## config.mk

```make
export PLATFORM = sky130hd
export DESIGN_NAME = seg_scan_ctrl
export DESIGN_NICKNAME = d
export VERILOG_FILES = /design/src/rtl/seg_scan_ctrl.sv
export SDC_FILE = /design/constraint.sdc
export NUM_CORES = 1
export LEC_CHECK = 0
export BUFFER_PORTS_ARGS = -buffer_cell sky130_fd_sc_hd__buf_4
export CORE_MARGIN = 4
export CORE_UTILIZATION = 58
export DETAILED_ROUTE_END_ITERATION = 8
export GPL_TIMING_DRIVEN = 0
export HOLD_SLACK_MARGIN = 0.12
export PLACE_DENSITY_LB_ADDON = 0.05
export SLEW_MARGIN = 20
export SYNTH_ARGS = -nofsm -noshare
export SYNTH_HDL_FRONTEND = slang
export SYNTH_SLANG_ARGS = --single-unit
```

## constraint.sdc

```tcl
create_clock -name CLK_50 -period 4.52 [get_ports CLK_50]
set_input_delay 0.904 -clock CLK_50 [delete_from_list [all_inputs] [get_ports CLK_50]]
set_output_delay 0.904 -clock CLK_50 [all_outputs]
set_load 0.01 [all_outputs]
```

## src/rtl/seg_scan_ctrl.sv

```systemverilog
// Time-multiplexed 8-digit common-anode scan controller: blank/show slots per digit,
// frame-coherent shadow registers, hex decode and leading-zero suppression.
module seg_scan_ctrl #(
  parameter int unsigned CLK_FREQ  = 50_000_000,
  parameter int unsigned FRAME_HZ  = 125,
  parameter int unsigned NUM_DIG   = 8,
  parameter int unsigned BLANK_CYC = 500
) (
  input  logic                   CLK_50,
  input  logic                   rst_n,
  input  logic [4*NUM_DIG-1:0]   digit_data,
  input  logic [NUM_DIG-1:0]     dp,
  input  logic [NUM_DIG-1:0]     dig_en,
  input  logic                   lz_sup,
  input  logic                   hold,
  output logic [7:0]             SEL,
  output logic [7:0]             DIG,
  output logic                   frame_start
);

  localparam int unsigned SLOT_CYC = CLK_FREQ / (FRAME_HZ * NUM_DIG);
  localparam int unsigned SHOW_CYC = SLOT_CYC - BLANK_CYC;
  localparam int unsigned CW       = $clog2(SLOT_CYC);

  localparam logic [CW-1:0] BLANK_LAST = CW'(BLANK_CYC - 1);
  localparam logic [CW-1:0] SHOW_LAST  = CW'(SHOW_CYC - 1);
  localparam logic [2:0]    IDX_LAST   = 3'(NUM_DIG - 1);

  localparam logic [0:0] ST_BLANK = 1'b0;
  localparam logic [0:0] ST_SHOW  = 1'b1;

  logic [0:0]           state_q, state_d;
  logic [CW-1:0]        cnt_q, cnt_d;
  logic [2:0]           idx_q, idx_d;
  logic [4*NUM_DIG-1:0] data_sh_q, data_sh_d;
  logic [NUM_DIG-1:0]   dp_sh_q, dp_sh_d;
  logic [NUM_DIG-1:0]   en_sh_q, en_sh_d;
  logic                 lz_sh_q, lz_sh_d;
  logic [7:0]           sel_q, sel_d;
  logic [7:0]           dig_q, dig_d;
  logic                 fs_q, fs_d;

  logic                 enter_frame;
  logic [NUM_DIG-1:0]   sup;
  logic                 run;
  logic                 dark;
  logic [3:0]           nib;
  int unsigned          di;

  function automatic logic [6:0] seg7(input logic [3:0] n);
    logic [6:0] s;
    case (n)
      4'h0: s = 7'b1000000;
      4'h1: s = 7'b1111001;
      4'h2: s = 7'b0100100;
      4'h3: s = 7'b0110000;
      4'h4: s = 7'b0011001;
      4'h5: s = 7'b0010010;
      4'h6: s = 7'b0000010;
      4'h7: s = 7'b1111000;
      4'h8: s = 7'b0000000;
      4'h9: s = 7'b0010000;
      4'hA: s = 7'b0001000;
      4'hB: s = 7'b0000011;
      4'hC: s = 7'b1000110;
      4'hD: s = 7'b0100001;
      4'hE: s = 7'b0000110;
      default: s = 7'b0001110;
    endcase
    return s;
  endfunction

  // Slot sequencing and frame-boundary shadow capture
  always_comb begin
    state_d     = state_q;
    cnt_d       = cnt_q;
    idx_d       = idx_q;
    data_sh_d   = data_sh_q;
    dp_sh_d     = dp_sh_q;
    en_sh_d     = en_sh_q;
    lz_sh_d     = lz_sh_q;
    enter_frame = 1'b0;
    case (state_q)
      ST_BLANK: begin
        if (cnt_q == BLANK_LAST) begin
          state_d     = ST_SHOW;
          cnt_d       = '0;
          enter_frame = (idx_q == 3'd0);
        end else begin
          cnt_d = cnt_q + 1'b1;
        end
      end
      ST_SHOW: begin
        if (cnt_q == SHOW_LAST) begin
          state_d = ST_BLANK;
          cnt_d   = '0;
          idx_d   = (idx_q == IDX_LAST) ? 3'd0 : idx_q + 3'd1;
        end else begin
          cnt_d = cnt_q + 1'b1;
        end
      end
      default: begin
        state_d = ST_BLANK;
        cnt_d   = '0;
      end
    endcase
    if (enter_frame && !hold) begin
      data_sh_d = digit_data;
      dp_sh_d   = dp;
      en_sh_d   = dig_en;
      lz_sh_d   = lz_sup;
    end
    fs_d = enter_frame;
  end

  // Outputs are decoded from next-state values so the registered pins line up with the state
  always_comb begin
    sup = '0;
    run = lz_sh_d;
    di  = 0;
    for (int unsigned k = 0; k < NUM_DIG; k++) begin
      di      = NUM_DIG - 1 - k;
      sup[di] = run && (di != 0) && (data_sh_d[4*di +: 4] == 4'd0) && !dp_sh_d[di];
      run     = run && (sup[di] || !en_sh_d[di]);
    end
    nib   = data_sh_d[{idx_d, 2'b00} +: 4];
    dark  = !en_sh_d[idx_d] || sup[idx_d];
    sel_d = '1;
    dig_d = '1;
    if (state_d == ST_SHOW && !dark) begin
      sel_d = ~(8'd1 << idx_d);
      dig_d = {~dp_sh_d[idx_d], seg7(nib)};
    end
  end

  always_ff @(posedge CLK_50 or negedge rst_n) begin
    if (!rst_n) begin
      state_q   <= ST_BLANK;
      cnt_q     <= '0;
      idx_q     <= '0;
      data_sh_q <= '0;
      dp_sh_q   <= '0;
      en_sh_q   <= '0;
      lz_sh_q   <= 1'b0;
      sel_q     <= '1;
      dig_q     <= '1;
      fs_q      <= 1'b0;
    end else begin
      state_q   <= state_d;
      cnt_q     <= cnt_d;
      idx_q     <= idx_d;
      data_sh_q <= data_sh_d;
      dp_sh_q   <= dp_sh_d;
      en_sh_q   <= en_sh_d;
      lz_sh_q   <= lz_sh_d;
      sel_q     <= sel_d;
      dig_q     <= dig_d;
      fs_q      <= fs_d;
    end
  end

  assign SEL         = sel_q;
  assign DIG         = dig_q;
  assign frame_start = fs_q;

endmodule

```

==> results of run 1 <==
-- path summary, 6_finish.rpt --
path                       depth (start not counted)               start                     end  slack [ns]
setup reg to reg                                  17  cnt_q[0]$_DFF_PN0_        DIG[3]$_DFF_PN1_        0.19
hold reg to reg                                    1  cnt_q[0]$_DFF_PN0_      cnt_q[0]$_DFF_PN0_        0.48
hold / removal                                     1  cnt_q[0]$_DFF_PN0_      cnt_q[0]$_DFF_PN0_        0.48
max in group asynchronous                          1               rst_n  data_sh_q[9]$_DFF_PN0_        3.40
min in group asynchronous                          1               rst_n     cnt_q[12]$_DFF_PN0_        0.60
setup / recovery                                  17  cnt_q[0]$_DFF_PN0_        DIG[3]$_DFF_PN1_        0.19
-- layout make-up --
type	count	area [µm²]
clock inverters	4	97.59
multi-input cells	364	2489
fillers	589	2087
clock buffers	12	135.1
well taps	102	127.6
plain buffers	21	105.1
flip-flops and latches	86	2172
inverters	20	80.08
repair buffers	77	594.3
-- placed cells by master, fill, tap and decap left out, types with 11 or more instances in the layout --
cell	n
clkbuf_1	11
dfstp_2	16
nand2_1	92
nand3_1	24
buf_4	77
mux2i_1	25
o21ai_0	20
nor2_1	32
dfrtp_1	70
nand4_1	15
mux2_2	19
inv_1	18
nor3_1	12
or4_1	11
-- kinds of logic after synthesis --
kind of cell / synth area share [%]
XOR/XNOR: 2.371
AND/OR/NAND/NOR: 22.85
adder cells (fa/ha/maj): 2.606
multiplexers: 12.09
AO/OA/AOI/OAI: 11.02
flip-flops: 45.23
buffers and inverters: 3.830
-- through the flow --
step / cell area, µm² / setup WS (ns) / setup TNS, ns / std cells
detailed placement: 5440 / -0.2346 / -0.7621 / 661
floorplan: 4802 / 0.5895 / 0 / 491
global route: 5801 / -0.01114 / -0.01114 / 686
CTS: 5724 / 0.01128 / 0 / 682
finish: 5801 / 0.1924 / 0 / 686
global placement: 5440 / -0.1440 / -0.3454 / 661
-- sequential cells by signal, indices dropped and copies added (netlist names) --
| signal | cells |
|---|---|
| data_sh_q | 32 |
| cnt_q | 16 |
| DIG | 8 |
| SEL | 8 |
| dp_sh_q | 8 |
| en_sh_q | 8 |
| idx_q | 3 |
| frame_start | 1 |
| lz_sh_q | 1 |
| state_q | 1 |
-- routing by layer --
metal | vias up | track usage (%) | routed length (µm)
li1 | 1942 | - | -
met1 | 2042 | 36.83 | 5430
met2 | 210 | 44.47 | 6485
met3 | 39 | 5.025 | 1029
met4 | 0 | 9.979 | 388
met5 | - | 0 | 0
-- what timing repair did --
item | CTS | global route
endpoints found under the setup margin | 6 | 5
gates resized for setup | 3 | 5
setup buffers | 5 | 4
pin swaps | 2 | 2
-- power groups by stage --
| stage | combinational, mW | sequential, mW | clock (mW) |
|---|---|---|---|
| after floorplan | 0.00928 | 0.784 | 0 |
| after global placement | 0.0677 | 0.784 | 0 |
| after detailed placement | 0.0689 | 0.784 | 0 |
| after CTS | 0.0692 | 0.769 | 0.651 |
| after global routing | 0.0762 | 0.770 | 0.686 |
| final | 0.0688 | 0.769 | 0.654 |
==> key figures, run 1 <==
Status
  • Status: finished clean

Global route
  • Initial antenna violation count: 0
  • GRT overflow: 0
  • First-pass GRT wire length: 21160 µm
  • Largest net degree at the start of global routing: 87
  • GRT Util Overall: 27.40%
  • Vias in the first global route: 4228

Floorplanning
  • Total core area: 7888 µm²
  • Top-level I/O count: 69
  • Die Y: 98.99 µm
  • # rows: 32
  • Die width: 98.99 µm
  • Starting Density: 60.88%
  • Full die area: 9799 µm²

Timing
  • Fmax: 231.1 MHz
  • Actual slew at the worst max-slew pin: 0.7620 ns
  • Slew Limit Fails: 0
  • Final period utilization: 95.74%
  • Hold slack: 0.4836 ns
  • Hold Fails Final Rpt: 0
  • Setup Skew: 0.007825 ns
  • Final setup violation count: 0
  • Slew headroom: 49.20%
  • Fin crit period: 4.328 ns

Yosys
  • Mapped Cells: 491
  • Synth top area cells: dfrtp_1 36%, dfstp_2 8.8%, nand2_1 7.2%
  • Number of synthesized register bits: 86
  • Ys async rst share: 100.0%
  • Post-synth top area share: 36.48%
  • Most common cell in the netlist: nand2_1
  • Post-synth EDFFs: 0
  • Warnings from Yosys: 0
  • Synthesized net count: 553
  • Sequential fraction of the synthesis area: 45.23%
  • Synth area leader: dfrtp_1
  • Syn Area/Cell: 9.780 µm²
  • Dominant synthesized flop cell: dfrtp_1
  • Netlist cell types: 66
  • Synthesized cell area: 4802 µm²
  • Most frequent cells after synthesis: 92 x nand2_1, 70 x dfrtp_1, 33 x nor2_1

CTS
  • CTS tree: yes
  • Worst skew pair latency: 0.35 ns
  • CTS Hold Buffers Added: 0
  • TritonCTS Buffers: 9
  • CTS sink count: 86
  • Max clock buf depth: 2
  • Clock-pin slew on the worst setup and hold paths: 0.09 ns
  • Htree depth: 3
  • Root Buffer: clkbuf_8

Setup path
  • Crit. End Element: flip-flop
  • Worst stage delay on the critical path: 0.54 ns
  • Arrival @ worst endpoint: 4.61 ns
  • Cell family with most CP delay: simple AND/OR/NAND/NOR gates
  • Worst setup path class: reg -> reg
  • Max FO, Critical Path: 10
  • CP Launch Type: flip-flop
  • Slowest cell on crit path: or4b_4
  • Worst EP required: 4.80 ns
  • Crit path cell chain: ha_1, or4b_4, nor3_4, buf_12, nand3_2, clkbuf_2, mux2_1, mux2i_1, o32ai_2, a211oi_2, buf_4, inv_1, ha_1, inv_1, nor3_1, a2bb2oi_1, or2_1
  • Crit path buf inv count: 5

Detailed routing
  • Post-route ant nets: 0
  • WL per Instance: 19.44 µm
  • Final WL: 13330 µm
  • DR vias/cell: 6.171
  • Iteration-0 DRC Markers: 246
  • Vias: 4233
  • Drt drc: 0
  • First-pass DRT Iterations: 5

Run
  • Max Cap Viol: 0

Power
  • Power Total: 1.492 mW
  • Seq pwr share: 51.6%
  • Gate power share: 4.6%
  • Pwr per Cell Area: 257.2 nW/µm²
  • Switching pwr: 0.3207 mW
  • Clock share of power: 43.8%
  • Worst ir drop on vdd: 0.2101 mV
  • Sw Ratio: 21.49%
  • Leakage power: 2.812 nW
  • Int Pwr: 1.171 mW

Place
  • HPWL Detailed: 9375 µm
  • Placer Congestion: 0.9121
  • # port buffers: 68

Hold path
  • Worst Hold Class: reg -> reg

Finish
  • Layout cell share with drive strength beyond 1: 28.60%
  • Diode count: 0
  • Fin util: 73.54%
  • Area delta synth->final: 20.79%
  • Final Net Count: 641
(Power assumes the default switching activity.)
==> run 2: changes to the inputs <==
- ABC_AREA: not set -> 1
- CORE_UTILIZATION: 58 -> 40
==> run 2 against run 1 <==
  * Total power rose by 5.6%
  * Combinational power fell by 16%
  * Synthesized cell count rose by 39%
  * Critical path depth did not move
==> key figures, run 2 <==
Status
  • Status: finished clean

Hold path
  • Worst Hold End: cnt_q[0]$_DFF_PN0_
  • Worst Hold Class: reg -> reg
  • Hold Path Depth: 1 (unchanged)
  • Worst min-delay path startpoint: cnt_q[0]$_DFF_PN0_

CTS
  • CTS Hold Buffers Added: 0 (unchanged)
  • TritonCTS Buffers: 9 (unchanged)
  • CTS resizes: 0 (-3)
  • Postcts setup bufs: 0 (-5)
  • Max clock buf depth: 2 (unchanged)
  • Htree depth: 3 (unchanged)
  • Clock-pin slew on the worst setup and hold paths: 0.06 ns (-0.03 ns)
  • CTS tree: yes
  • Root Buffer: clkbuf_16
  • CTS sink count: 86 (unchanged)
  • Worst skew pair latency: 0.35 ns (about the same)

Yosys
  • Dominant synthesized flop cell: dfrtp_1
  • Most common cell in the netlist: nand2_1
  • Synthesized cell area: 4994 µm² (+4.0%)
  • Synth top area cells: dfrtp_1 35%, nand2_1 17%, dfstp_2 8.4%
  • Sequential fraction of the synthesis area: 43.50% (-1.7 points)
  • Number of synthesized register bits: 86 (unchanged)
  • Mapped Cells: 683 (+39%)
  • Synth area leader: dfrtp_1
  • Synthesized net count: 745 (+35%)
  • Syn Area/Cell: 7.311 µm² (-25%)
  • Warnings from Yosys: 0 (unchanged)
  • Netlist cell types: 37 (-44%)
  • Post-synth top area share: 35.08% (-1.4 points)
  • Most frequent cells after synthesis: 224 x nand2_1, 98 x inv_1, 70 x dfrtp_1
  • Ys async rst share: 100.0% (unchanged)
  • Post-synth EDFFs: 0 (unchanged)

Power
  • Leakage power: 3.160 nW (+12%)
  • Sw Ratio: 23.04% (+1.5 points)
  • Int Pwr: 1.213 mW (+3.5%)
  • Clock share of power: 47.5% (+3.7 points)
  • Pwr per Cell Area: 261.8 nW/µm² (+1.8%)
  • Worst ir drop on vdd: 0.2253 mV (+7.3%)
  • Switching pwr: 0.3630 mW (+13%)
  • Gate power share: 3.7% (-0.9 points)
  • Seq pwr share: 48.9% (-2.7 points)
  • Power Total: 1.576 mW (+5.6%)

Finish
  • Biggest regs: data_sh_q: 32 flops, cnt_q: 16 flops
  • Diode count: 0 (unchanged)
  • Area delta synth->final: 20.50%
  • Commonest non-fill, non-tap cell in the layout: nand2_1
  • Top register by number of flip-flops: data_sh_q
  • Layout cell share with drive strength beyond 1: 20.21% (-8.4 points)
  • Max reg flops: 32 (unchanged)
  • Non-Filler Instances: 935 (+36%)
  • Final Net Count: 824 (+29%)
  • Commonest non-fill, non-tap cells in the layout: 224 x nand2_1, 98 x inv_1, 73 x buf_4

Timing
  • Setup Skew: 0.006201 ns (-0.001624 ns)
  • Slew Limit Fails: 0 (unchanged)
  • Hold Fails Final Rpt: 0 (unchanged)
  • Final setup violation count: 0 (unchanged)
  • Final period utilization: 69.77% (-26 points)
  • Final setup TNS: 0 ns (unchanged)
  • Slew headroom: 48.48% (-0.72 points)
  • RSZ-0062 raised after global routing: false
  • Setup ws final: 1.366 ns (+1.174 ns)
  • Actual slew at the worst max-slew pin: 0.7728 ns (+0.01077 ns)
  • Fin crit period: 3.154 ns (-1.174 ns)
  • Fmax: 317.1 MHz (+37%)

Detailed routing
  • Drt drc: 0 (unchanged)
  • First-pass DRT Iterations: 5 (unchanged)
  • Iteration-0 DRC Markers: 313 (+27%)
  • Vias: 4506 (+6.4%)
  • Final WL: 13920 µm (+4.4%)
  • WL per Instance: 14.89 µm (-23%)
  • DR vias/cell: 4.819 (-22%)
  • Post-route ant nets: 0 (unchanged)

Place
  • Placer Congestion: 0.8975 (-1.6%)
  • Placed cells: 919 (+39%)
  • # port buffers: 68 (unchanged)
  • Dpl ws: 1.025 ns (+1.259 ns)
  • HPWL Detailed: 10800 µm (+15%)

Floorplanning
  • Top-level I/O count: 69 (unchanged)
  • Starting Density: 41.23% (-20 points)
  • Die Y: 119.7 µm (+21%)
  • # rows: 40 (+25%)
  • Die width: 119.7 µm (+21%)
  • Full die area: 14340 µm² (+46%)
  • Total core area: 12110 µm² (+54%)

Setup path
  • Worst setup path class: in -> reg
  • Max FO, Critical Path: 10 (unchanged)
  • R2R depth: 20 (+3)
  • Slowest cell on crit path: clkbuf_1
  • Worst EP required: 4.80 ns (about the same)
  • Reg-to-reg startpoint: idx_q[0]$_DFF_PN0_
  • Cell family with most CP delay: simple AND/OR/NAND/NOR gates
  • Worst stage delay on the critical path: 0.43 ns (-0.11 ns)
  • Crit path cell chain: buf_4, inv_1, clkbuf_1, clkbuf_1, nand4_1, nand2_1, nand2_1, nand3_1, nor2_1, nor2_2, ha_1, nand3_1, nand2_1, nand2_1, nand2_1, inv_1, nand4_1
  • R2R Path End: DIG[0]$_DFF_PN1_
  • Cell mode on critical path: nand2_1
  • Arrival @ worst endpoint: 3.44 ns (-1.17 ns)
  • CP Launch Type: primary input
  • Crit path buf inv count: 5 (unchanged)
  • R2r setup slk: 1.42 ns (+1.23 ns)
  • Crit. End Element: flip-flop

Global route
  • Vias in the first global route: 4368 (+3.3%)
  • GRT overflow: 0 (unchanged)
  • Largest net degree at the start of global routing: 87 (unchanged)
  • GRT Util Overall: 20.35% (-7.1 points)
  • First-pass GRT wire length: 22760 µm (+7.5%)
  • Initial antenna violation count: 0 (unchanged)
  • Grt met2 use: 32.84% (-12 points)
  • GRT met3 Usage: 3.959% (-1.1 points)
  • GR Layer Usage met1: 28.08% (-8.8 points)
  • Grt peak-use layer: met2

Run
  • Max Cap Viol: 0 (unchanged)
-- run 2: changes by cell type in the layout (fill, tap and decap cells not counted), moves of 6 or more --
cell / previous run / this run
inv_1: 18 / 98
nor2_1: 32 / 63
clkbuf_16: 0 / 10
clkbuf_8: 9 / 0
xor2_1: 8 / 2
nand4_1: 15 / 54
or4_1: 11 / 0
mux2_2: 19 / 0
mux2i_1: 25 / 0
and3_1: 8 / 0
nor2_2: 2 / 8
nand2_1: 92 / 224
nand3_1: 24 / 33
-- run 2: cells by family after synthesis --
kind of cell | Yosys count | synth area share (%)
AOI/OAI and AO/OA | 44 | 5.337
xor gates and xnor gates | 3 | 0.5263
adders and majority gates | 10 | 2.506
and+or+nand+nor | 412 | 37.11
DFF | 86 | 43.50
buffers and inverters | 128 | 11.02
-- run 2: cell type report --
type / instances / area [µm²]
Buffer: 25 / 163.9
Clock buffer: 10 / 250.2
Clock inverter: 6 / 48.80
Fill cell: 1238 / 6095
Inverter: 103 / 386.6
Multi-Input combinational cell: 469 / 2271
Sequential cell: 86 / 2172
Tap cell: 168 / 210.2
Timing Repair Buffer: 68 / 514.2
-- run 2: worst max-delay path by stage --
stage                             startpoint                to  slack (ns)  cells past startpoint
after floorplan                         hold  DIG[3]$_DFF_PN1_        1.76                     16
after global placement                  hold  DIG[0]$_DFF_PN1_        1.07                     17
after detailed placement                hold  DIG[0]$_DFF_PN1_        1.02                     17
after CTS                               hold  DIG[0]$_DFF_PN1_        1.39                     17
after global routing      cnt_q[0]$_DFF_PN0_  DIG[5]$_DFF_PN1_        1.11                     19
final                                   hold  DIG[0]$_DFF_PN1_        1.37                     17
-- run 2: metal layers --
metal	wire length (µm)	up-vias
li1	-	2317
met1	6753	2082
met2	6475	96
met3	523	11
met4	172	0
met5	0	-
-- run 2: metrics by stage --
stage / instance area [µm²] / utilization (%) / hold slack [ns]
2_1_floorplan: 4994 / - / 0.4329
3_3_place_gp: 5714 / 47.18 / 0.4471
3_5_place_dp: 5714 / 47.18 / 0.4697
4_1_cts: 6013 / 49.65 / 0.4812
5_1_grt: 6017 / 49.68 / 0.4845
6_report: 6017 / 49.68 / 0.4771
-- run 2: power groups by stage --
| stage | Combinational (mW) | Sequential, mW | Clock (mW) |
|---|---|---|---|
| finish | 0.0576 | 0.770 | 0.748 |
| global route | 0.0649 | 0.769 | 0.800 |
| global placement | 0.0581 | 0.784 | 0 |
| CTS | 0.0591 | 0.770 | 0.774 |
| detailed placement | 0.0591 | 0.784 | 0 |
| floorplan | 0.00569 | 0.784 | 0 |
==> run 3: changes to the inputs <==
- clock period: 4.52 -> 3.2 ns (I/O delays scaled with it)
==> run 3 against run 2 <==
  * Total power rose by 41%
  * First-iteration DRC count fell by 6.4%
  * Critical endpoint unchanged
  * Wire length rose by 0.86%
==> key figures, run 3 (synthesized netlist as in run 2, its figures left out) <==
Finish
  • Fin area: 6050 µm² (+0.54%)
  • Non-Filler Instances: 936 (+0.11%)
  • Biggest regs: data_sh_q: 32 flops, cnt_q: 16 flops
  • Diode count: 0 (unchanged)
  • Max reg flops: 32 (unchanged)
  • Fin util: 49.95% (+0.27 points)
  • Commonest non-fill, non-tap cell in the layout: nand2_1
  • Commonest non-fill, non-tap cells in the layout: 224 x nand2_1, 98 x inv_1, 75 x buf_4
  • Final Net Count: 825 (+0.12%)
  • Area delta synth->final: 21.15%
  • Top register by number of flip-flops: data_sh_q
  • Layout cell share with drive strength beyond 1: 20.96% (+0.75 points)

Floorplanning
  • Starting Density: 41.23% (unchanged)
  • Full die area: 14340 µm² (unchanged)
  • Top-level I/O count: 69 (unchanged)
  • Total core area: 12110 µm² (unchanged)
  • Die Y: 119.7 µm (unchanged)
  • # rows: 40 (unchanged)
  • Die width: 119.7 µm (unchanged)

CTS
  • CTS Hold Buffers Added: 0 (unchanged)
  • Root Buffer: clkbuf_16
  • Clock-pin slew on the worst setup and hold paths: 0.06 ns (about the same)
  • CTS tree: yes
  • Max clock buf depth: 2 (unchanged)
  • CTS sink count: 86 (unchanged)
  • TritonCTS Buffers: 9 (unchanged)
  • Worst skew pair latency: 0.35 ns (about the same)
  • Htree depth: 3 (unchanged)

Power
  • Leakage power: 3.171 nW (+0.33%)
  • Power Total: 2.227 mW (+41%)
  • Worst ir drop on vdd: 0.3180 mV (+41%)
  • Pwr per Cell Area: 368.1 nW/µm² (+41%)

Global route
  • Vias in the first global route: 4368 (unchanged)
  • Largest net degree at the start of global routing: 87 (unchanged)
  • GRT Util Overall: 20.35% (unchanged)
  • First-pass GRT wire length: 22760 µm (unchanged)
  • Initial antenna violation count: 0 (unchanged)
  • GRT overflow: 0 (unchanged)

Timing
  • Final setup TNS: 0 ns (unchanged)
  • Final period utilization: 91.71%
  • Fin crit period: 2.935 ns
  • Fmax: 340.7 MHz
  • Final setup violation count: 0 (unchanged)
  • Hold Fails Final Rpt: 0 (unchanged)
  • Actual slew at the worst max-slew pin: 0.7818 ns (+0.008950 ns)
  • Setup Skew: 0.005147 ns (-0.001054 ns)
  • Hold slack: 0.3523 ns (-0.1248 ns)
  • Slew Limit Fails: 0 (unchanged)
  • Setup ws final: 0.2651 ns (-1.101 ns)
  • RSZ-0062 raised after global routing: true
  • Slew headroom: 47.88% (-0.60 points)

Setup path
  • Worst EP required: 3.48 ns (-1.32 ns)
  • R2r setup slk: 0.27 ns (-1.15 ns)
  • Arrival @ worst endpoint: 3.22 ns (-0.22 ns)
  • Crit. End Element: flip-flop
  • Worst setup path class: reg -> reg
  • CP Launch Type: flip-flop
  • Max FO, Critical Path: 10 (unchanged)

Detailed routing
  • First-pass DRT Iterations: 5 (unchanged)
  • Vias: 4535 (+0.64%)
  • DR vias/cell: 4.845 (+0.54%)
  • Iteration-0 DRC Markers: 293 (-6.4%)
  • Drt drc: 0 (unchanged)
  • Post-route ant nets: 0 (unchanged)
  • Final WL: 14040 µm (+0.86%)
  • WL per Instance: 15.00 µm (+0.75%)

Place
  • # port buffers: 68 (unchanged)
  • HPWL Detailed: 10800 µm (unchanged)
  • Post-DP Area: 5714 µm² (unchanged)
  • Placed cells: 919 (unchanged)
  • Placer Congestion: 0.8975 (unchanged)
  • Dpl ws: -0.03149 ns (-1.056 ns)

Status
  • Status: finished clean

Hold path
  • Worst Hold Class: in -> async

Run
  • Max Cap Viol: 0 (unchanged)
[run 3: cell types whose count changed in the layout (fill, tap and decap cells not counted)]
cell and change:
nor2_1 -3, nor2_2 +3, buf_2 -2, buf_4 +2, clkbuf_4 +1, ha_1 -1
ha_2 +1, nor3b_2 -1, nor3b_4 +1, o21ai_1 -1, o21ai_2 +1
[run 3: layer usage]
layer	vias up	wire length [µm]	GRT usage (%)	part of all wire (%)
li1	2321	-	-	-
met1	2085	6716	28.08	48
met2	115	6505	32.84	46
met3	14	629	3.959	4.5
met4	0	193	5.440	1.4
met5	-	0	0	0
[run 3: area by class of cell]
class	count	area [µm²]
Timing Repair Buffer	69	521.8
Buffer	25	168.9
Fill cell	1236	6062
Multi-Input combinational cell	469	2291
Clock buffer	10	250.2
Tap cell	168	210.2
Inverter	103	386.6
Sequential cell	86	2172
Clock inverter	6	48.80
[run 3: power by group]
group / switching, mW / leakage (nW) / total [mW] / internal [mW]
sequential: 0 / 1.05 / 1.09 / 1.09
clock: 0.474 / 0.146 / 1.06 / 0.584
combinational: 0.0402 / 1.97 / 0.0815 / 0.0412
total: 0.514 / 3.17 / 2.23 / 1.71
[run 3: timing repair]
item                                    in CTS  in global routing
gates resized for setup                      0                  9
setup buffers                                0                  1
endpoints found under the setup margin       0                  9
[run 3: path summary, 6_finish.rpt]
kind	start	end	cells past startpoint
worst min-delay path	rst_n	cnt_q[6]$_DFF_PN0_	1
worst min register to register	cnt_q[0]$_DFF_PN0_	cnt_q[0]$_DFF_PN0_	1
worst max register to register	cnt_q[0]$_DFF_PN0_	DIG[0]$_DFF_PN1_	20
min in group CLK_50	cnt_q[0]$_DFF_PN0_	cnt_q[0]$_DFF_PN0_	1
max in group asynchronous	rst_n	data_sh_q[3]$_DFF_PN0_	1
worst max-delay path	cnt_q[0]$_DFF_PN0_	DIG[0]$_DFF_PN1_	20
[run 3: critical path, cell delays in order (launching register included)]
cell     delay [ns]
dfrtp_1        0.38
ha_2           0.24
nand2_1        0.09
nor2_1         0.10
nand2_1        0.07
nor2_2         0.14
buf_4          0.21
buf_4          0.21
nand4_1        0.15
nand2_1        0.14
nand2_1        0.05
nand3_1        0.13
nor2_1         0.08
nor2_2         0.19
ha_1           0.23
nand3_1        0.13
nand2_1        0.09
nand2_1        0.05
nand2_1        0.07
inv_1          0.04
nand4_1        0.07
